**src/rtl/uart_pkg.sv**
```systemverilog
// Shared UART definitions: FSM state encoding, default clocking constants and
// the bit-period calculation used by both the transmitter and the receiver.
package uart_pkg;

  typedef enum logic [2:0] {
    IDLE,
    START,
    DATA,
    PARITY,
    STOP
  } uart_state_e;

  localparam int DEFAULT_CLK_FREQ = 100_000_000;
  localparam int DEFAULT_BAUD     = 9600;

  // Truncating division: the line runs slightly fast rather than slightly slow.
  function automatic int clks_per_bit(input int clk_freq, input int baud);
    return clk_freq / baud;
  endfunction

endpackage

```
**src/rtl/uart_baud_gen.sv**
```systemverilog
// Bit-period timer: counts 0..CLKS_PER_BIT-1 while enabled and pulses
// bit_done for one cycle on the final count of each bit period.
module uart_baud_gen #(
  parameter int CLKS_PER_BIT = 10
) (
  input  logic clk_i,
  input  logic nreset_i,
  input  logic en,
  input  logic clr,
  output logic bit_done
);

  localparam int                 TIMER_W = $clog2(CLKS_PER_BIT);
  localparam logic [TIMER_W-1:0] LAST    = TIMER_W'(CLKS_PER_BIT - 1);

  logic [TIMER_W-1:0] count;

  // NOTE: state updates use non-blocking assignments so every flop samples
  // pre-edge values and simulation order cannot change the result.
  always_ff @(posedge clk_i or negedge nreset_i) begin
    if (!nreset_i) begin
      count <= '0;
    end else if (clr) begin
      count <= '0;
    end else if (en) begin
      count <= (count == LAST) ? '0 : count + TIMER_W'(1);
    end
  end

  assign bit_done = en && !clr && (count == LAST);

endmodule

```
**src/rtl/uart_tx.sv**
```systemverilog
// UART transmitter: valid/ready byte intake, 8N1 framing with optional
// even/odd parity, registered glitch-free serial output.
module uart_tx
  import uart_pkg::*;
#(
  parameter int CLK_FREQ   = DEFAULT_CLK_FREQ,
  parameter int BAUD       = DEFAULT_BAUD,
  parameter bit PARITY_EN  = 1'b0,
  parameter bit PARITY_ODD = 1'b0
) (
  input  logic       clk_i,
  input  logic       nreset_i,
  input  logic       valid_i,
  output logic       ready_o,
  input  logic [7:0] data_i,
  output logic       tx_o,
  output logic       busy_o
);

  localparam int CLKS_PER_BIT = clks_per_bit(CLK_FREQ, BAUD);

  generate
    if (CLKS_PER_BIT < 2) begin : g_bad_baud
      $error("uart_tx: CLK_FREQ/BAUD must be at least 2 clocks per bit");
    end
  endgenerate

  uart_state_e state;
  logic [7:0]  shift_q;
  logic [2:0]  bit_idx;
  logic        bit_done;

  assign ready_o = (state == IDLE);
  assign busy_o  = (state != IDLE);

  // Timer is held at zero while idle so a frame's first bit is always full length.
  uart_baud_gen #(
    .CLKS_PER_BIT(CLKS_PER_BIT)
  ) u_baud_gen (
    .clk_i   (clk_i),
    .nreset_i(nreset_i),
    .en      (busy_o),
    .clr     (ready_o),
    .bit_done(bit_done)
  );

  // NOTE: the captured byte is reset along with the control state so an
  // aborted frame leaves no stale data behind for the next transfer.
  always_ff @(posedge clk_i or negedge nreset_i) begin
    if (!nreset_i) begin
      state   <= IDLE;
      tx_o    <= 1'b1;
      shift_q <= '0;
      bit_idx <= '0;
    end else begin
      case (state)
        IDLE: begin
          if (valid_i) begin
            state   <= START;
            tx_o    <= 1'b0;
            shift_q <= data_i;
            bit_idx <= '0;
          end
        end
        START: begin
          if (bit_done) begin
            state <= DATA;
            tx_o  <= shift_q[0];
          end
        end
        DATA: begin
          if (bit_done) begin
            bit_idx <= bit_idx + 3'd1;
            if (bit_idx == 3'd7) begin
              if (PARITY_EN) begin
                state <= PARITY;
                tx_o  <= (^shift_q) ^ PARITY_ODD;
              end else begin
                state <= STOP;
                tx_o  <= 1'b1;
              end
            end else begin
              tx_o <= shift_q[bit_idx + 3'd1];
            end
          end
        end
        PARITY: begin
          if (bit_done) begin
            state <= STOP;
            tx_o  <= 1'b1;
          end
        end
        STOP: begin
          if (bit_done) begin
            state <= IDLE;
          end
        end
        default: begin
          state <= IDLE;
          tx_o  <= 1'b1;
        end
      endcase
    end
  end

endmodule

```
**config.mk**
```make
export PLATFORM = sky130hd
export DESIGN_NAME = uart_tx
export DESIGN_NICKNAME = d
export VERILOG_FILES = /design/src/rtl/uart_pkg.sv /design/src/rtl/uart_baud_gen.sv /design/src/rtl/uart_tx.sv
export SDC_FILE = /design/constraint.sdc
export NUM_CORES = 1
export LEC_CHECK = 0
export CAP_MARGIN = 15
export CELL_PAD_IN_SITES_DETAIL_PLACEMENT = 0
export CELL_PAD_IN_SITES_GLOBAL_PLACEMENT = 1
export CORE_ASPECT_RATIO = 0.8
export CORE_MARGIN = 4
export CORE_UTILIZATION = 35
export DETAILED_ROUTE_END_ITERATION = 10
export HOLD_SLACK_MARGIN = 0.02
export PLACE_DENSITY_LB_ADDON = 0.3
export SYNTH_ARGS = -nofsm -noshare
export SYNTH_HDL_FRONTEND = slang
export SYNTH_SLANG_ARGS = --single-unit
```
**constraint.sdc**
```tcl
create_clock -name clk_i -period 4.8 [get_ports clk_i]
set_clock_uncertainty 0.1 [all_clocks]
set_input_delay 1.44 -clock clk_i [delete_from_list [all_inputs] [get_ports clk_i]]
set_output_delay 1.44 -clock clk_i [all_outputs]
set_load 0.05 [all_outputs]
```
---- Word-level counts from Yosys, hierarchy flattened ----
Index checks and enable logic that the tools add are counted.
word-level totals
  word-level logic and storage cells ...... 53
  bits of input ports ..................... 11
  output and inout port bits .............. 3
  register bits after elaboration ......... 29
operators by class
  reductions and logical operators ........ 11
  bitwise logic cells ..................... 1
  magnitude comparators ................... 1
  equal/unequal tests ..................... 12
  $add $sub $neg .......................... 2
  muxes and demuxes ....................... 21
operators with widths
  operator                                                                       number
  14-bit two-way mux                                                             3
  3-bit two-way mux                                                              8
  3-bit one-hot mux with 5 select lines                                          1
  14-bit by 1-bit adder with 14-bit output (second input constant)               1
  14-bit equality test (second input constant)                                   1
  2-bit inequality test (second input constant)                                  6
  3-bit by 2-bit equality test with 1-bit output (second input constant)         2
  3-bit equality test (second input constant)                                    2
  1-bit two-way mux                                                              6
  3-bit one-hot mux with 2 select lines                                          1
  6-bit AND reduction                                                            1
  1-bit one-hot mux with 5 select lines                                          1
  5-bit AND reduction                                                            1
  3-bit by 4-bit less-than comparator with 1-bit output (second input constant)  1
  2-bit nonzero test                                                             2
  3-bit by 1-bit adder with 3-bit output (second input constant)                 1
  1-bit binary-select mux with 3-bit select                                      1
  3-bit by 1-bit equality test with 1-bit output (second input constant)         1
  3-bit zero test                                                                1
  3-bit AND reduction                                                            1
  3-bit nonzero test                                                             1
  1-bit logical AND                                                              2
  2-bit AND reduction                                                            1
  1-bit zero test                                                                1
  1-bit inverter                                                                 1

---- Logic depth before layout (Yosys ltp) ----
  depth after elaboration ................. 6
  mapped depth ............................ 6
  gate-level depth less buffers ........... 5

---- Modules after synthesis ----
From an unflattened synthesis, not the netlist that was laid out.
second synthesis, totals
  cells, all modules ...................... 166
  area, all modules ....................... 1647.8 µm²
by module, submodules not included
  module         seq. area each (µm²)  times used  cells each  area an instance (µm²)
  uart_baud_gen  350.3                 1           101         858.3
  uart_tx        376.6                 1           65          789.5

---- Least setup slack after synthesis ----
Ideal clock, no wire load.
  path kind ............................... reg-to-output
  start ................................... register state[0]
  end ..................................... output port busy_o
  setup slack ............................. 1.515 ns
  required time ........................... 3.260 ns
  cell stages (with the launch flop) ...... 4
  arrival time ............................ 1.745 ns
  buffers on the path ..................... 1
  cells stage by stage .................... dfrtp_1 -> clkbuf_1 -> nor3_2 -> inv_1
between the ends
  longest elaborated chain between the ends .. 1
ends and longest elaborated chain
  item                      RTL line       source
  start: declaration        uart_tx.sv:28  uart_state_e state;
  start signal: assignment  uart_tx.sv:51  state <= IDLE;
  start signal: assignment  uart_tx.sv:59  state <= START;
  start signal: assignment  uart_tx.sv:67  state <= DATA;
  3-bit nonzero test        uart_tx.sv:34  assign busy_o = (state != IDLE);
  end: declaration          uart_tx.sv:17  output logic busy_o
No other way between the ends.

---- Final worst setup path ----
  start ................................... register state[0]
  end ..................................... output port ready_o
between the ends
  longest elaborated chain between the ends .. 1
ends and longest elaborated chain
  item              RTL line       source
  3-bit zero test   uart_tx.sv:33  assign ready_o = (state == IDLE);
  end: declaration  uart_tx.sv:14  output logic ready_o,
No other way between the ends.

==> summary.txt <==
Vias: 1044
Syn Inst Count: 135
Post-Syn Area: 1470 sq um
Slew @ Worst Pin: 0.515 ns
Die area: 5300 sq um
Wire length per cell: 13.5 microns
Synth warn: 0
Initial antenna violation count: 0
Final Hold Viols: 0
Clock sinks: 29
Largest stage delay on the critical path: 0.84 ns
First-pass GRT wire length: 5000 microns
Status: finished clean
CTS max path bufs: 2
Max-slew violation count: 0
Dpl cell area: 1640 sq um
1st-iter DRT viols: 51
Total routed wirelength: 2770 microns
Port bufs: 13
Final setup margin: 1.41 ns
Final Instance Area: 1720 sq um
Chip height: 65.9 microns
Worst Path Required: 3.26 ns
Synth Area per Inst: 10.9 sq um
FILL cells: 397
I/O Pins: 14
Hpwl dp: 1900 microns
Worst slack, placed: 1.70 ns
Fin cells: 205
Synth top area share: 0.478
Largest net degree at the start of global routing: 30
Post-synth ARST share: 1.00
CTS Root Cell: clkbuf_8
Synth unique cells: 40
Critical path arrival: 1.85 ns
Peak VDD IR: 160 uV
Antenna-violating nets left: 0
Fmax: 295 MHz
Finish-stage setup viols: 0
WS Path Type: flop to output port
Antenna diode count: 0
Crit Path Max Fanout: 10
Hold slack: 0.403 ns
Die Wd: 80.4 microns
RSZ-0062 raised after global routing: no
Core area: 3930 sq um
Tot Pwr: 0.450 mW
Clock Latency Late Sink: 0.28 ns
Synth Flop Type: dfrtp_1
Crit path capture type: output port
Total grt overflow: 0
CTS buffer count: 5
Slowest cell on crit path: clkdlybuf4s50_1
FF+latch count, synth: 29
Startpoint Class: flop
Ratio of cells with drive above 1 in the final layout: 0.187
Placer Congestion: 0.775
CTS tree: yes
H-tree level count: 2
Hold-fix buffers, CTS: 0
Count leader, synth: dfrtp_1
Hold Crit Class: flop to flop
Top cells by area, synth: dfrtp_1 (48%), mux2_2 (6.1%), xor2_1 (4.8%)
Starting density of the core: 0.373
Post-synth net total: 149
Pwr/cell area: 262 nW/um^2
Footprint of the multi-input gates: 691 sq um
# Max-Cap Violations: 0
Area Growth Syn to Fin: 17.2%
Std-Cell Rows: 20
Slew margin rel.: 0.656
Area leader, netlist: dfrtp_1
Total GRT Usage: 0.126
Reg clk slew, reported paths: 0.06 ns
Sequential area share after synthesis: 0.496
Nets: 163
Setup TNS: 0 ns
Post-layout util: 0.437
DRC: 0
Vias in the first global route: 1051
FF+latch area: 727 sq um
Resized Gates After CTS: 0
Leak: 0.746 nW
Final period util: 0.706
Cell-by-cell trace of the critical path: nor3_2, clkdlybuf4s50_1
Placed insts: 197
Pre-antenna DRT Iters: 4
Synth cell count leaders: dfrtp_1 (28), nor2_1 (16), nand2_1 (9), mux2_2 (8), xor2_1 (8)
Post-CTS setup buffers: 0
Via/cell ratio: 5.09
Tmin final: 3.39 ns
Post-synth EDFFs: 0
[critical path: cells and delay by family (launching register included)]
family	cells	cell delay, ns
buffers and inverters	1	0.84
flip-flops	1	0.48
AND/OR/NAND/NOR	1	0.25
[cell type report]
type / count / share of cell area
sequential: 29 / 0.423
multi-input combinational: 96 / 0.402
timing repair buffer: 14 / 0.0801
clock buffer: 6 / 0.0422
tap: 55 / 0.0401
inverter: 3 / 0.00655
clock inverter: 2 / 0.00583
[logic make-up after synthesis]
family          Yosys count  share of synthesized area
mux                      13                      0.113
fa+ha+maj                 3                     0.0256
xor+xnor                  9                     0.0538
flops                    29                      0.496
buf+inv                  10                     0.0333
simple gates             57                      0.215
compound gates           14                     0.0640
[routing by layer]
layer  up-vias  wire length (microns)  track usage
met5         -                      0            0
met4         0                     65       0.0633
met3         8                    160       0.0463
met2        25                   1210        0.182
met1       503                   1340        0.165
li1        508                      -            -
[final timing paths]
kind                                          startpoint                             end  slack, ns  depth (start not counted)
min in group asynchronous                       nreset_i  u_baud_gen.count[10]$_DFF_PN0_       1.44                          2
max reg2reg                u_baud_gen.count[0]$_DFF_PN0_  u_baud_gen.count[10]$_DFF_PN0_       2.53                          5
min reg2reg                u_baud_gen.count[0]$_DFF_PN0_   u_baud_gen.count[0]$_DFF_PN0_       0.40                          1
max in group asynchronous                       nreset_i                tx_o$_DFFE_PN1P_       2.84                          2
max                                 state[0]$_DFFE_PN0P_                         ready_o       1.41                          2
min                        u_baud_gen.count[0]$_DFF_PN0_   u_baud_gen.count[0]$_DFF_PN0_       0.40                          1
[where the power goes]
part / switching [mW] / total (mW) / internal (mW)
registers: 0 / 0.245 / 0.245
clock network: 0.0919 / 0.192 / 0.100
logic: 0.00572 / 0.0133 / 0.00762
[cells in the final DEF (no fill, tap or decap), types with 2 or more instances in the layout]
cell / count
dfrtp_1: 28
nor2_1: 16
clkdlybuf4s50_1: 13
nand2_1: 9
xor2_1: 8
mux2_2: 8
nand3_1: 6
clkbuf_8: 5
o21ai_0: 4
nand4_1: 4
inv_1: 3
a21oi_1: 3
nand2b_1: 3
mux2i_1: 3
ha_1: 3
nor3_2: 2
and4_4: 2
nand3b_1: 2
o32ai_1: 2
nor3_1: 2
mux4_2: 2
clkinv_2: 2
[state kept, by name, summed over array words and instances (netlist names)]
| register | cells |
|---|---|
| u_baud_gen.count | 14 |
| shift_q | 8 |
| bit_idx | 3 |
| state | 3 |
| tx_o | 1 |
(Power assumes the default switching activity.)
